## src/rtl/dmem_arb_pkg.sv

```systemverilog
// Shared types for the data-memory arbiter: owner encoding and burst-count width.
package dmem_arb_pkg;
  typedef enum logic [1:0] {IDLE = 2'd0, CPU = 2'd1, DBG = 2'd2} owner_e;
  localparam int BURST_W = 4;
endpackage

```

## src/rtl/dmem_arbiter.sv

```systemverilog
// Two-requester (CPU / debug) arbiter in front of a single-port dmem.
// Define DMEM_ARB_PERF_EN to build the conflict / debug-grant counters.
module dmem_arbiter
  import dmem_arb_pkg::*;
#(
  parameter int WIDTH    = 32,
  parameter int MAXBURST = 4
) (
  input  logic             clk,
  input  logic             rst,
  input  logic             cpu_req,
  input  logic             cpu_we,
  input  logic [WIDTH-1:0] cpu_addr,
  input  logic [WIDTH-1:0] cpu_wdata,
  output logic             cpu_gnt,
  output logic             cpu_stall,
  output logic             cpu_rvalid,
  output logic [WIDTH-1:0] cpu_rdata,
  input  logic             dbg_req,
  input  logic             dbg_we,
  input  logic             dbg_lock,
  input  logic [WIDTH-1:0] dbg_addr,
  input  logic [WIDTH-1:0] dbg_wdata,
  output logic             dbg_gnt,
  output logic             dbg_rvalid,
  output logic [WIDTH-1:0] dbg_rdata,
  output logic             mem_we,
  output logic [WIDTH-1:0] mem_addr,
  output logic [WIDTH-1:0] mem_wd,
  input  logic [WIDTH-1:0] mem_rd,
  output logic [31:0]      perf_conflicts,
  output logic [31:0]      perf_dbg_gnts
);

  localparam logic [BURST_W-1:0] MAXB = BURST_W'(MAXBURST);

  owner_e             state, state_nxt;
  logic [BURST_W-1:0] burst_cnt, burst_nxt;
  logic               lock_hold;
  logic               cpu_rv_q, dbg_rv_q;

  always_comb begin
    cpu_gnt   = 1'b0;
    dbg_gnt   = 1'b0;
    lock_hold = (state == DBG) && dbg_req && dbg_lock && (burst_cnt < MAXB);
    if (!rst) begin
      if (lock_hold)              dbg_gnt = 1'b1;
      else if (cpu_req && dbg_req) begin
        // round-robin: the side that did not own last cycle wins
        if (state == CPU) dbg_gnt = 1'b1;
        else              cpu_gnt = 1'b1;
      end
      else if (cpu_req)           cpu_gnt = 1'b1;
      else if (dbg_req)           dbg_gnt = 1'b1;
    end

    state_nxt = cpu_gnt ? CPU : (dbg_gnt ? DBG : IDLE);

    burst_nxt = burst_cnt;
    if (cpu_gnt || !cpu_req)              burst_nxt = '0;
    else if (dbg_gnt && burst_cnt != MAXB) burst_nxt = burst_cnt + 1'b1;
  end

  assign cpu_stall = cpu_req & ~cpu_gnt;

  always_comb begin
    mem_we   = 1'b0;
    mem_addr = '0;
    mem_wd   = '0;
    if (cpu_gnt) begin
      mem_we   = cpu_we;
      mem_addr = cpu_addr;
      mem_wd   = cpu_wdata;
    end else if (dbg_gnt) begin
      mem_we   = dbg_we;
      mem_addr = dbg_addr;
      mem_wd   = dbg_wdata;
    end
  end

  always_ff @(posedge clk) begin
    if (rst) begin
      state     <= IDLE;
      burst_cnt <= '0;
      cpu_rv_q  <= 1'b0;
      dbg_rv_q  <= 1'b0;
      cpu_rdata <= '0;
      dbg_rdata <= '0;
    end else begin
      state     <= state_nxt;
      burst_cnt <= burst_nxt;
      cpu_rv_q  <= cpu_gnt & ~cpu_we;
      dbg_rv_q  <= dbg_gnt & ~dbg_we;
      if (cpu_gnt && !cpu_we) cpu_rdata <= mem_rd;
      if (dbg_gnt && !dbg_we) dbg_rdata <= mem_rd;
    end
  end

  // a read granted just before reset must not surface during the reset cycle
  assign cpu_rvalid = cpu_rv_q & ~rst;
  assign dbg_rvalid = dbg_rv_q & ~rst;

`ifdef DMEM_ARB_PERF_EN
  logic [31:0] conf_q, dgnt_q;

  always_ff @(posedge clk) begin
    if (rst) begin
      conf_q <= '0;
      dgnt_q <= '0;
    end else begin
      if (cpu_req && dbg_req) conf_q <= conf_q + 32'd1;
      if (dbg_gnt)            dgnt_q <= dgnt_q + 32'd1;
    end
  end

  assign perf_conflicts = conf_q;
  assign perf_dbg_gnts  = dgnt_q;
`else
  assign perf_conflicts = 32'd0;
  assign perf_dbg_gnts  = 32'd0;
`endif

endmodule

```

## config.mk

```make
export PLATFORM = sky130hd
export DESIGN_NAME = dmem_arbiter
export DESIGN_NICKNAME = d
export VERILOG_FILES = /design/src/rtl/dmem_arb_pkg.sv /design/src/rtl/dmem_arbiter.sv
export SDC_FILE = /design/constraint.sdc
export NUM_CORES = 1
export LEC_CHECK = 0
export ABC_AREA = 1
export CORE_AREA = 3 3 140 142
export DETAILED_ROUTE_END_ITERATION = 8
export DIE_AREA = 0 0 143 145
export GPL_TIMING_DRIVEN = 0
export PLACE_DENSITY_LB_ADDON = 0.08
export SLEW_MARGIN = 20
export SYNTH_ARGS = -nofsm -noshare
export SYNTH_HDL_FRONTEND = slang
export SYNTH_SLANG_ARGS = --single-unit
```

## constraint.sdc

```tcl
create_clock -name clk -period 3.3 [get_ports clk]
set_input_delay 0.99 -clock clk [delete_from_list [all_inputs] [get_ports clk]]
set_output_delay 0.99 -clock clk [all_outputs]
set_load 0.005 [all_outputs]
```

==> impl_summary.log, run 1 <==
[metrics] detailed-routed wire length on met3: 2.022 mm
[metrics] unrepaired setup endpoints after global routing: false
[metrics] uppermost routed layer: met5
[metrics] I/O pin count: 365
[metrics] worst vdd rail ir drop: 0.0002662 V
[metrics] post-synthesis cell type count: 25
[metrics] Synth Cell Area: 4145 µm²
[metrics] FF+latch count, synth: 72
[metrics] master cell of the clock root buffer: sky130_fd_sc_hd__clkbuf_16
[metrics] cell-by-cell listing of the critical path: clkdlybuf4s15_1, inv_4, buf_4, nand2_8, clkinv_8, buf_12, buf_8, buf_8, nand2_2, nand2_2, buf_6
[metrics] EDFF count, synth: 0
[metrics] total congestion overflow: 0
[metrics] category of cells accounting for the largest share of critical-path delay: buffers and inverters
[metrics] Syn Area/Cell: 6.675 µm²
[metrics] placed instance area: 7677 µm²
[metrics] hold buffers post-CTS: 0
[metrics] number of DRC violations after detailed-routing iteration 0: 145
[metrics] number of nets in the final layout: 1188
[metrics] number of antenna violations at the first check in global routing: 2
[metrics] H-tree levels: 3
[metrics] worst-skew pair later-pin latency: 0.33 ns
[metrics] Ys Warns: 0
[metrics] dominant register cell in the synthesized netlist: sky130_fd_sc_hd__dfxtp_1
[metrics] share of the yosys chip area belonging to registers: 0.3477
[metrics] post-CTS clock slew at the launch and capture registers of the worst setup and hold paths: 0.06 ns
[metrics] Max-Cap Viols: 0
[metrics] CP Class: input pin to primary output
[metrics] vias: 4877
[metrics] Finished Cell Area: 8397 µm²
[metrics] type of origin of the critical path: input pin
[metrics] port bufs: 300
[metrics] final period demand of the worst path: 3.224 ns
[metrics] worst-path cell with the longest stage delay: sky130_fd_sc_hd__clkdlybuf4s15_1
[metrics] P per Cell Area: 347.2 nW/µm²
[metrics] routed wire length: 19.61 mm
[metrics] share of final-layout standard cells stronger than drive strength 1: 0.2314
[metrics] largest incremental delay on the critical path: 0.24 ns
[metrics] wire per inst: 15.57 µm
[metrics] number of CTS-inserted buffers: 9
[metrics] number of filler instances in the final layout: 1938
[metrics] Setup TNS Final: 0 ns
[metrics] Hold Worst Slack: 0.4700 ns
[metrics] slew at the pin closest to its max-slew limit: 0.5286 ns
[metrics] Die Ht: 145 µm
[metrics] data required time of the critical path: 2.31 ns
[metrics] Slew Limit Fails: 0
[metrics] crit path capture type: primary output
[metrics] register-to-register path setup slack: 1.63 ns
[metrics] total number of placement rows: 50
[metrics] PnR Total Power: 0.002915 W
[metrics] final RePlAce weighted congestion: 0.8090
[metrics] Fmax: 0.3102 GHz
[metrics] commonest non-fill, non-tap cell in the layout: sky130_fd_sc_hd__nand2_1
[metrics] area of the die: 20740 µm²
[metrics] starting density of the core: 0.2231
[metrics] global-route wire length before repair: 28.03 mm
[metrics] final cycle utilization of the critical path: 0.9768
[metrics] total count of hold-check failures in the final report: 0
[metrics] core footprint: 18580 µm²
[metrics] outcome: finished, final reports clean
[metrics] Chip Width: 143 µm
[metrics] per-cell via count in the routed design: 3.874
[metrics] via count of the first global-routing pass: 4569
[metrics] number of detailed-routing iterations run before antenna repair: 4
[metrics] Area growth, synth to finish: 102.6%
[metrics] number of buffers and inverters on the critical path: 8
[metrics] TritonCTS clock tree: done
[metrics] share of synthesized flip-flops with an asynchronous set or reset: 0
[metrics] wire length on met1: 7.352 mm
[metrics] Setup Viol. Count Final: 0
[metrics] met2 layer wire length in the routed design: 9.960 mm
[metrics] CP Data Arrival Time: 2.23 ns
[metrics] DRC viols: 0
[metrics] maximum clock skew at final layout: 0.005255 ns
[metrics] post-detailed-route count of antenna-violating nets: 0
[metrics] post-synthesis instance total: 621
[metrics] headroom to the max-slew limit: 0.6476
[metrics] utilization after layout: 0.4519
[metrics] overall routing resource usage: 0.1756
[metrics] total clock sinks: 72
[metrics] maximum number of pins on one net before global-route repair: 14
[metrics] commonest cells after routing, fill and taps aside: 318 x sky130_fd_sc_hd__nand2_1, 229 x sky130_fd_sc_hd__clkdlybuf4s50_1, 85 x sky130_fd_sc_hd__buf_4
[metrics] crit path max fanout: 5
[metrics] Longest Clk Path Bufs: 2
[metrics] half-perimeter wire length after detailed placement: 15.58 mm
[metrics] total leakage power: 3.972 nW
[metrics] type of the tightest min-delay check: flip-flop to flip-flop
==> Yosys cell counts, types with 3 or more instances <==
cell type / count / area (µm²)
sky130_fd_sc_hd__nand2_1: 324 / 1216
sky130_fd_sc_hd__buf_4: 75 / 563.0
sky130_fd_sc_hd__dfxtp_1: 72 / 1441
sky130_fd_sc_hd__o21ai_1: 35 / 175.2
sky130_fd_sc_hd__o21ai_2: 27 / 236.5
sky130_fd_sc_hd__nand2_2: 18 / 112.6
sky130_fd_sc_hd__inv_1: 13 / 48.80
sky130_fd_sc_hd__buf_2: 10 / 50.05
sky130_fd_sc_hd__nor2_1: 10 / 37.54
sky130_fd_sc_hd__clkbuf_1: 8 / 30.03
sky130_fd_sc_hd__nand3_1: 5 / 25.02
sky130_fd_sc_hd__inv_2: 4 / 15.01
sky130_fd_sc_hd__buf_6: 3 / 33.78
==> final cells by class <==
class	count	area, µm²	share of cell area
Antenna cell	1	2.502	0.0002980
Buffer	99	850.8	0.1013
Clock buffer	10	239.0	0.02846
Clock inverter	6	137.6	0.01639
Inverter	17	81.33	0.009686
Multi-Input combinational cell	496	2193	0.2612
Sequential cell	72	1441	0.1717
Tap cell	234	292.8	0.03487
Timing Repair Buffer	324	3158	0.3761
==> through the flow <==
stage	std cells	worst slack, ns
final	1259	0.07648
after global routing	1259	0.001948
after CTS	1251	0.007390
after detailed placement	1218	-0.8760
after global placement	1218	-0.8827
after floorplan	684	0.5019
==> routing by layer <==
metal,vias to the layer above,global-route usage
li1,2581,-
met3,24,0.06987
met1,2075,0.1925
met4,2,0.04325
met5,-,0
met2,195,0.3132
==> state kept, by name (all words and copies together), names as in the netlist <==
| name | flops |
|---|---|
| dbg_rdata | 32 |
| cpu_rv_q | 1 |
| cpu_rdata | 32 |
| dbg_rv_q | 1 |
| burst_cnt | 4 |
| state | 2 |
==> power by group <==
| group | switching, W | internal (W) |
|---|---|---|
| clock network | 0.000381 | 0.000839 |
| logic | 0.000293 | 0.000466 |
| registers | 0.0000223 | 0.000913 |
==> worst reg2reg max path: cells and delay by family, from the launching register on <==
| kind | cells | cell delay, ns |
|---|---|---|
| buf+inv | 3 | 0.63 |
| flops | 1 | 0.43 |
| simple gates | 4 | 0.42 |
| compound gates | 1 | 0.09 |
==> repair_timing <==
item	in CTS	in global routing
setup buffers	16	4
pin swaps	6	3
hold endpoints to repair	0	0
gates cloned	1	4
endpoints found under the setup margin	68	62
resized for setup	216	36
==> cells by family (layout without fill, tap and decap cells) <==
kind of cell,Yosys count,after routing,synth area share
flip-flops,72,72,0.3477
AO/OA/AOI/OAI,65,65,0.1029
other,1,65,0.0009047
buffers and inverters,116,456,0.1908
AND/OR/NAND/NOR,365,365,0.3516
adder cells (fa/ha/maj),2,2,0.006036
==> final timing paths <==
kind,end,startpoint,depth (start not counted)
hold reg to reg,dbg_rdata[4],dbg_rdata[4],2
setup / recovery,mem_wd[2],rst,11
setup reg to reg,cpu_rdata[16],burst_cnt[2],8
hold / removal,dbg_rdata[4],dbg_rdata[4],2
(Power assumes the default switching activity.)
==> inputs of run 2 (changes only) <==
--- a/config.mk
+++ b/config.mk
@@ -6,9 +6,9 @@
 export NUM_CORES = 1
 export LEC_CHECK = 0
 export ABC_AREA = 1
-export CORE_AREA = 3 3 140 142
+export CORE_AREA = 3 3 139 141
 export DETAILED_ROUTE_END_ITERATION = 8
-export DIE_AREA = 0 0 143 145
+export DIE_AREA = 0 0 142 144
 export GPL_TIMING_DRIVEN = 0
 export PLACE_DENSITY_LB_ADDON = 0.08
 export SLEW_MARGIN = 20
==> constraint.sdc (replaced) <==
create_clock -name clk -period 2.6 [get_ports clk]
set_input_delay 0.78 -clock clk [delete_from_list [all_inputs] [get_ports clk]]
set_output_delay 0.78 -clock clk [all_outputs]
set_load 0.005 [all_outputs]
==> run 2 against run 1 <==
Sequential share of layout area shrank 0.21 points. Power rose by 19%. The run now ends with setup timing left. Critical path type unchanged. Worst setup slack worse by 0.20 ns. Critical path depth increased by 3. Utilization grew 1.8 points. Via count increased by 0.64%. Final area increased by 1.3%. Register-to-register slack lost 0.71 ns.
==> impl_summary.log, run 2 (synthesis gave the netlist of run 1 again) <==
[metrics] outcome: finished with violations
[metrics] violations in the final reports: setup timing
[metrics] I/O pin count: 365
[metrics] Internal Dissipation: 0.002547 W
[metrics] type of origin of the critical path: input pin
[metrics] Finished Cell Area: 8502 µm²
[metrics] number of CTS-inserted buffers: 9
[metrics] hold path depth: 2
[metrics] DRC viols: 0
[metrics] net switching component of the power: 0.0009235 W
[metrics] P per Cell Area: 408.2 nW/µm²
[metrics] core footprint: 18090 µm²
[metrics] via count of the first global-routing pass: 4728
[metrics] portion of total power attributed to sequential cells: 0.342
[metrics] post-CTS clock slew at the launch and capture registers of the worst setup and hold paths: 0.06 ns
[metrics] worst vdd rail ir drop: 0.0003646 V
[metrics] worst-path cell with the longest stage delay: sky130_fd_sc_hd__buf_8
[metrics] Die Ht: 144 µm
[metrics] diode insertion count for antenna repair: 0
[metrics] CP Data Arrival Time: 1.94 ns
[metrics] H-tree levels: 3
[metrics] routed wire length: 20.11 mm
[metrics] crit path max fanout: 4
[metrics] CP Class: input pin to primary output
[metrics] crit path capture type: primary output
[metrics] net switching share of the total power: 0.2661
[metrics] final setup slack of the worst path: -0.1228 ns
[metrics] hold buffers post-CTS: 0
[metrics] overall routing resource usage: 0.1792
[metrics] cell-by-cell listing of the critical path: buf_6, nand2_4, inv_2, nand3_4, nand2_4, nand2_8, inv_8, buf_8, buf_8, buf_6, buf_6, nand2_1, nand2_1, buf_2
[metrics] Clk pwr share: 0.366
[metrics] number of nets in the final layout: 1194
[metrics] Chip Width: 142 µm
[metrics] post-placement worst setup slack: -1.131 ns
[metrics] share of final-layout standard cells stronger than drive strength 1: 0.2951
[metrics] per-cell via count in the routed design: 3.898
[metrics] slew at the pin closest to its max-slew limit: 0.5066 ns
[metrics] Longest Clk Path Bufs: 2
[metrics] starting density of the core: 0.2292
[metrics] Setup TNS Final: -2.942 ns
[metrics] post-detailed-route count of antenna-violating nets: 0
[metrics] CP most frequent cell: sky130_fd_sc_hd__buf_6
[metrics] Slew Limit Fails: 0
[metrics] Fmax: 0.3673 GHz
[metrics] total number of placement rows: 49
[metrics] number of detailed-routing iterations run before antenna repair: 5
[metrics] type of the tightest min-delay check: flip-flop to flip-flop
[metrics] Setup Viol. Count Final: 47
[metrics] wire per inst: 15.97 µm
[metrics] Max-Cap Viols: 0
[metrics] number of antenna violations at the first check in global routing: 1
[metrics] maximum clock skew at final layout: 0.006084 ns
[metrics] final RePlAce weighted congestion: 0.8111
[metrics] reg2reg path depth: 8
[metrics] port bufs: 300
[metrics] number of buffers and inverters on the critical path: 8
[metrics] category of cells accounting for the largest share of critical-path delay: buffers and inverters
[metrics] unrepaired setup endpoints after global routing: true
[metrics] worst-skew pair later-pin latency: 0.33 ns
[metrics] commonest cells after routing, fill and taps aside: 277 x sky130_fd_sc_hd__nand2_1, 228 x sky130_fd_sc_hd__clkdlybuf4s50_1, 87 x sky130_fd_sc_hd__buf_4
[metrics] TritonCTS clock tree: done
[metrics] data required time of the critical path: 1.82 ns
[metrics] total count of hold-check failures in the final report: 0
[metrics] logic gate share of total power: 0.292
[metrics] number of DRC violations after detailed-routing iteration 0: 174
[metrics] vias: 4908
[metrics] final cycle utilization of the critical path: 1.047
[metrics] CP Depth: 14
[metrics] total leakage power: 4.069 nW
[metrics] Area growth, synth to finish: 105.1%
[metrics] Hold Worst Slack: 0.4689 ns
[metrics] PnR Total Power: 0.003470 W
[metrics] area of the die: 20450 µm²
[metrics] final period demand of the worst path: 2.723 ns
[metrics] half-perimeter wire length after detailed placement: 15.83 mm
[metrics] largest registers in the final layout: cpu_rdata (32), dbg_rdata (32), burst_cnt (4)
[metrics] register-to-register path setup slack: 0.92 ns
[metrics] headroom to the max-slew limit: 0.6623
[metrics] master cell of the clock root buffer: sky130_fd_sc_hd__clkbuf_16
[metrics] total congestion overflow: 0
[metrics] commonest non-fill, non-tap cell in the layout: sky130_fd_sc_hd__nand2_1
[metrics] number of filler instances in the final layout: 1856
[metrics] total clock sinks: 72
[metrics] global-route wire length before repair: 28.12 mm
[metrics] largest incremental delay on the critical path: 0.12 ns
[metrics] maximum number of pins on one net before global-route repair: 14
[metrics] placed instance area: 7671 µm²
==> run 2: cell count changes in the layout (fill, tap and decap cells not counted), sizes merged <==
cell,change
buf,+38
clkdlybuf4s15,-14
dlygate4sd2,-11
clkbuf,-5
bufinv,-3
inv,+2
clkdlybuf4s50,-1
clkinv,+1
diode,-1
dlymetal6s2s,-1
==> run 2: worst reg2reg max path, delay by kind of cell (launching register included) <==
family,cells,cell delay (ns)
AO/OA/AOI/OAI,1,0.09
buffers and inverters,3,0.64
flip-flops,1,0.44
AND/OR/NAND/NOR,4,0.41
==> run 2: through the flow <==
stage / utilization / std cells
3_5_place_dp: 0.4241 / 1213
2_1_floorplan: - / 684
3_3_place_gp: 0.4241 / 1213
6_report: 0.4701 / 1259
4_1_cts: 0.4540 / 1249
5_1_grt: 0.4701 / 1259
==> run 2: final cells by class <==
| cell class | count | area (µm²) | share of cell area |
|---|---|---|---|
| inverter | 17 | 81.33 | 0.009566 |
| buffer | 99 | 825.8 | 0.09713 |
| multi-input combinational | 496 | 2361 | 0.2777 |
| clock buffer | 10 | 239.0 | 0.02811 |
| tap | 229 | 286.5 | 0.03370 |
| timing repair buffer | 330 | 3201 | 0.3765 |
| sequential | 72 | 1441 | 0.1695 |
| clock inverter | 6 | 66.31 | 0.007800 |
==> run 2: timing repair <==
item | 4_1_cts | 5_1_grt
pin swaps | 9 | 12
gates cloned | 3 | 4
setup endpoints to repair | 70 | 65
buffers inserted | 17 | 6
resized for setup | 320 | 67
==> run 2: path summary, 6_finish.rpt <==
check / from / to
setup / recovery: dbg_lock / mem_addr[5]
hold / removal: dbg_rdata[5] / dbg_rdata[5]
setup reg to reg: burst_cnt[2] / cpu_rdata[16]
hold reg to reg: dbg_rdata[5] / dbg_rdata[5]
==> run 2: power groups by stage <==
stage	combinational, W	sequential (W)	clock, W
after floorplan	0.000316	0.00121	0
after global placement	0.000927	0.00121	0
after detailed placement	0.000924	0.00121	0
after CTS	0.000959	0.00119	0.00131
after global routing	0.00109	0.00119	0.00135
final	0.00101	0.00119	0.00127
==> run 2: per-layer routing <==
layer | vias up | GRT usage | routed length [µm]
met5 | - | 0 | 16
met4 | 2 | 0.04545 | 341
met3 | 21 | 0.07407 | 2140
met2 | 201 | 0.3168 | 10020
met1 | 2096 | 0.2002 | 7589
li1 | 2588 | - | -
==> inputs of run 3 (changes only) <==
--- a/config.mk
+++ b/config.mk
@@ -6,10 +6,10 @@
 export NUM_CORES = 1
 export LEC_CHECK = 0
 export ABC_AREA = 1
+export CAP_MARGIN = 20
 export CORE_AREA = 3 3 139 141
 export DETAILED_ROUTE_END_ITERATION = 8
 export DIE_AREA = 0 0 142 144
-export GPL_TIMING_DRIVEN = 0
 export PLACE_DENSITY_LB_ADDON = 0.08
 export SLEW_MARGIN = 20
 export SYNTH_ARGS = -nofsm -noshare
==> run 3 against run 2 <==
The run still ends with setup timing left. Final area is 6.3% lower. Register-to-register slack got worse by 0.03 ns. Cell count down 6.1%. Routed wire length decreased by 6.8%. Clock-buffer cell count up 1. Utilization shrank 2.9 points. Via count decreased by 4.2%. Non-clock buffer count is 77 lower. Worst setup slack improved by 0.025 ns. Die area is the same. Sequential power hardly changed. Global-route usage is 0.91 points lower. Highest routed layer is now met4.
==> impl_summary.log, run 3 (synthesis gave the netlist of run 1 again) <==
[metrics] master cell of the clock root buffer: sky130_fd_sc_hd__clkbuf_16
[metrics] DRC viols: 0
[metrics] global-route wire length before repair: 26.63 mm
[metrics] category of cells accounting for the largest share of critical-path delay: buffers and inverters
[metrics] total clock sinks: 72
[metrics] Max-Cap Viols: 0
[metrics] worst-path cell with the longest stage delay: sky130_fd_sc_hd__buf_16
[metrics] Fmax: 0.3707 GHz
[metrics] final cycle utilization of the critical path: 1.038
[metrics] post-placement worst setup slack: -0.8994 ns
[metrics] total leakage power: 3.652 nW
[metrics] final period demand of the worst path: 2.698 ns
[metrics] slew at the pin closest to its max-slew limit: 0.7172 ns
[metrics] per-cell via count in the routed design: 3.980
[metrics] fin cells: 1182
[metrics] diode insertion count for antenna repair: 0
[metrics] half-perimeter wire length after detailed placement: 13.83 mm
[metrics] number of CTS-inserted buffers: 9
[metrics] violations in the final reports: setup timing
[metrics] total number of placement rows: 49
[metrics] via count of the first global-routing pass: 4460
[metrics] type of origin of the critical path: input pin
[metrics] routed wire length: 18.74 mm
[metrics] number of buffers and inverters on the critical path: 8
[metrics] hold buffers post-CTS: 0
[metrics] total count of hold-check failures in the final report: 0
[metrics] CP Data Arrival Time: 1.92 ns
[metrics] largest registers in the final layout: cpu_rdata (32), dbg_rdata (32), burst_cnt (4)
[metrics] area of the die: 20450 µm²
[metrics] TritonCTS clock tree: done
[metrics] overall routing resource usage: 0.1702
[metrics] Longest Clk Path Bufs: 2
[metrics] headroom to the max-slew limit: 0.5219
[metrics] crit path capture type: primary output
[metrics] port bufs: 300
[metrics] post-CTS clock slew at the launch and capture registers of the worst setup and hold paths: 0.06 ns
[metrics] Hold Worst Slack: 0.4699 ns
[metrics] starting density of the core: 0.2292
[metrics] crit path max fanout: 8
[metrics] maximum number of pins on one net before global-route repair: 66
[metrics] data required time of the critical path: 1.82 ns
[metrics] P per Cell Area: 413.7 nW/µm²
[metrics] cell-by-cell listing of the critical path: buf_6, nand2_2, inv_2, nand3_4, buf_6, nand3_4, inv_8, buf_12, buf_16, buf_8, nand2_2, nand2_1, buf_2
[metrics] Setup Viol. Count Final: 45
[metrics] final setup slack of the worst path: -0.09761 ns
[metrics] worst vdd rail ir drop: 0.0003183 V
[metrics] Area growth, synth to finish: 92.27%
[metrics] CP Class: input pin to primary output
[metrics] final RePlAce weighted congestion: 0.8124
[metrics] largest incremental delay on the critical path: 0.14 ns
[metrics] unrepaired setup endpoints after global routing: true
[metrics] commonest non-fill, non-tap cell in the layout: sky130_fd_sc_hd__nand2_1
[metrics] number of filler instances in the final layout: 1876
[metrics] utilization after layout: 0.4407
[metrics] share of final-layout standard cells stronger than drive strength 1: 0.2602
[metrics] number of DRC violations after detailed-routing iteration 0: 143
[metrics] maximum clock skew at final layout: 0.006537 ns
[metrics] core footprint: 18090 µm²
[metrics] total congestion overflow: 0
[metrics] commonest cells after routing, fill and taps aside: 273 x sky130_fd_sc_hd__nand2_1, 228 x sky130_fd_sc_hd__clkdlybuf4s50_1, 72 x sky130_fd_sc_hd__dfxtp_1
[metrics] Slew Limit Fails: 0
[metrics] Die Ht: 144 µm
[metrics] vias: 4704
[metrics] type of the tightest min-delay check: flip-flop to flip-flop
[metrics] cell count after placement: 1134
[metrics] outcome: finished with violations
[metrics] Chip Width: 142 µm
[metrics] post-detailed-route count of antenna-violating nets: 0
[metrics] PnR Total Power: 0.003297 W
[metrics] number of antenna violations at the first check in global routing: 0
[metrics] number of detailed-routing iterations run before antenna repair: 5
[metrics] I/O pin count: 365
[metrics] H-tree levels: 3
[metrics] worst-skew pair later-pin latency: 0.33 ns
[metrics] wire per inst: 15.85 µm
[metrics] number of nets in the final layout: 1117
-- run 3: repair_timing --
action	CTS	global route
buffers inserted	23	4
hold endpoints to repair	0	0
pin swaps	36	11
cloned	9	0
endpoints found under the setup margin	70	67
resized for setup	385	23
-- run 3: where the power goes --
part | total (W) | switching [W] | leakage, nW | internal, W
clock network | 0.00117 | 0.000475 | 0.141 | 0.000694
logic | 0.000940 | 0.000380 | 2.92 | 0.000560
registers | 0.00119 | 0.0000283 | 0.588 | 0.00116
-- run 3: worst min-delay path, stage by stage, from the launching register on --
cell	delay, ns
sky130_fd_sc_hd__dfxtp_1	0.31
sky130_fd_sc_hd__nand2_1	0.06
sky130_fd_sc_hd__o21ai_1	0.06
-- run 3: cell type report --
type,instances,area (µm²),area share
clock buffers,11,252.7,0.03171
clock inverters,5,31.28,0.003925
inverters,17,78.83,0.009890
multi-input cells,496,2350,0.2948
flip-flops and latches,72,1441,0.1808
well taps,229,286.5,0.03595
repair buffers,352,3530,0.4429
-- run 3: per-layer routing --
| metal | vias up | part of all wire | global-route usage |
|---|---|---|---|
| met4 | 0 | 0.0081 | 0.03535 |
| met5 | - | 0 | 0 |
| met2 | 181 | 0.49 | 0.2892 |
| met3 | 10 | 0.099 | 0.07705 |
| met1 | 2073 | 0.40 | 0.1985 |
| li1 | 2440 | - | - |
-- run 3: final timing paths --
| path | slack [ns] | to | cells after the start | start |
|---|---|---|---|---|
| worst min-delay path | 0.47 | cpu_rdata[21] | 2 | cpu_rdata[21] |
| worst max-delay path | -0.1 | mem_wd[4] | 13 | dbg_lock |
| worst max register to register | 0.89 | dbg_rdata[13] | 11 | state[1] |
| worst min register to register | 0.47 | cpu_rdata[21] | 2 | cpu_rdata[21] |
-- run 3: through the flow --
stage,area [µm²],setup TNS [ns]
floorplan,4382,0
global placement,7214,-56.51
detailed placement,7214,-56.38
CTS,7958,-2.884
global route,7970,-6.835
finish,7970,-1.929
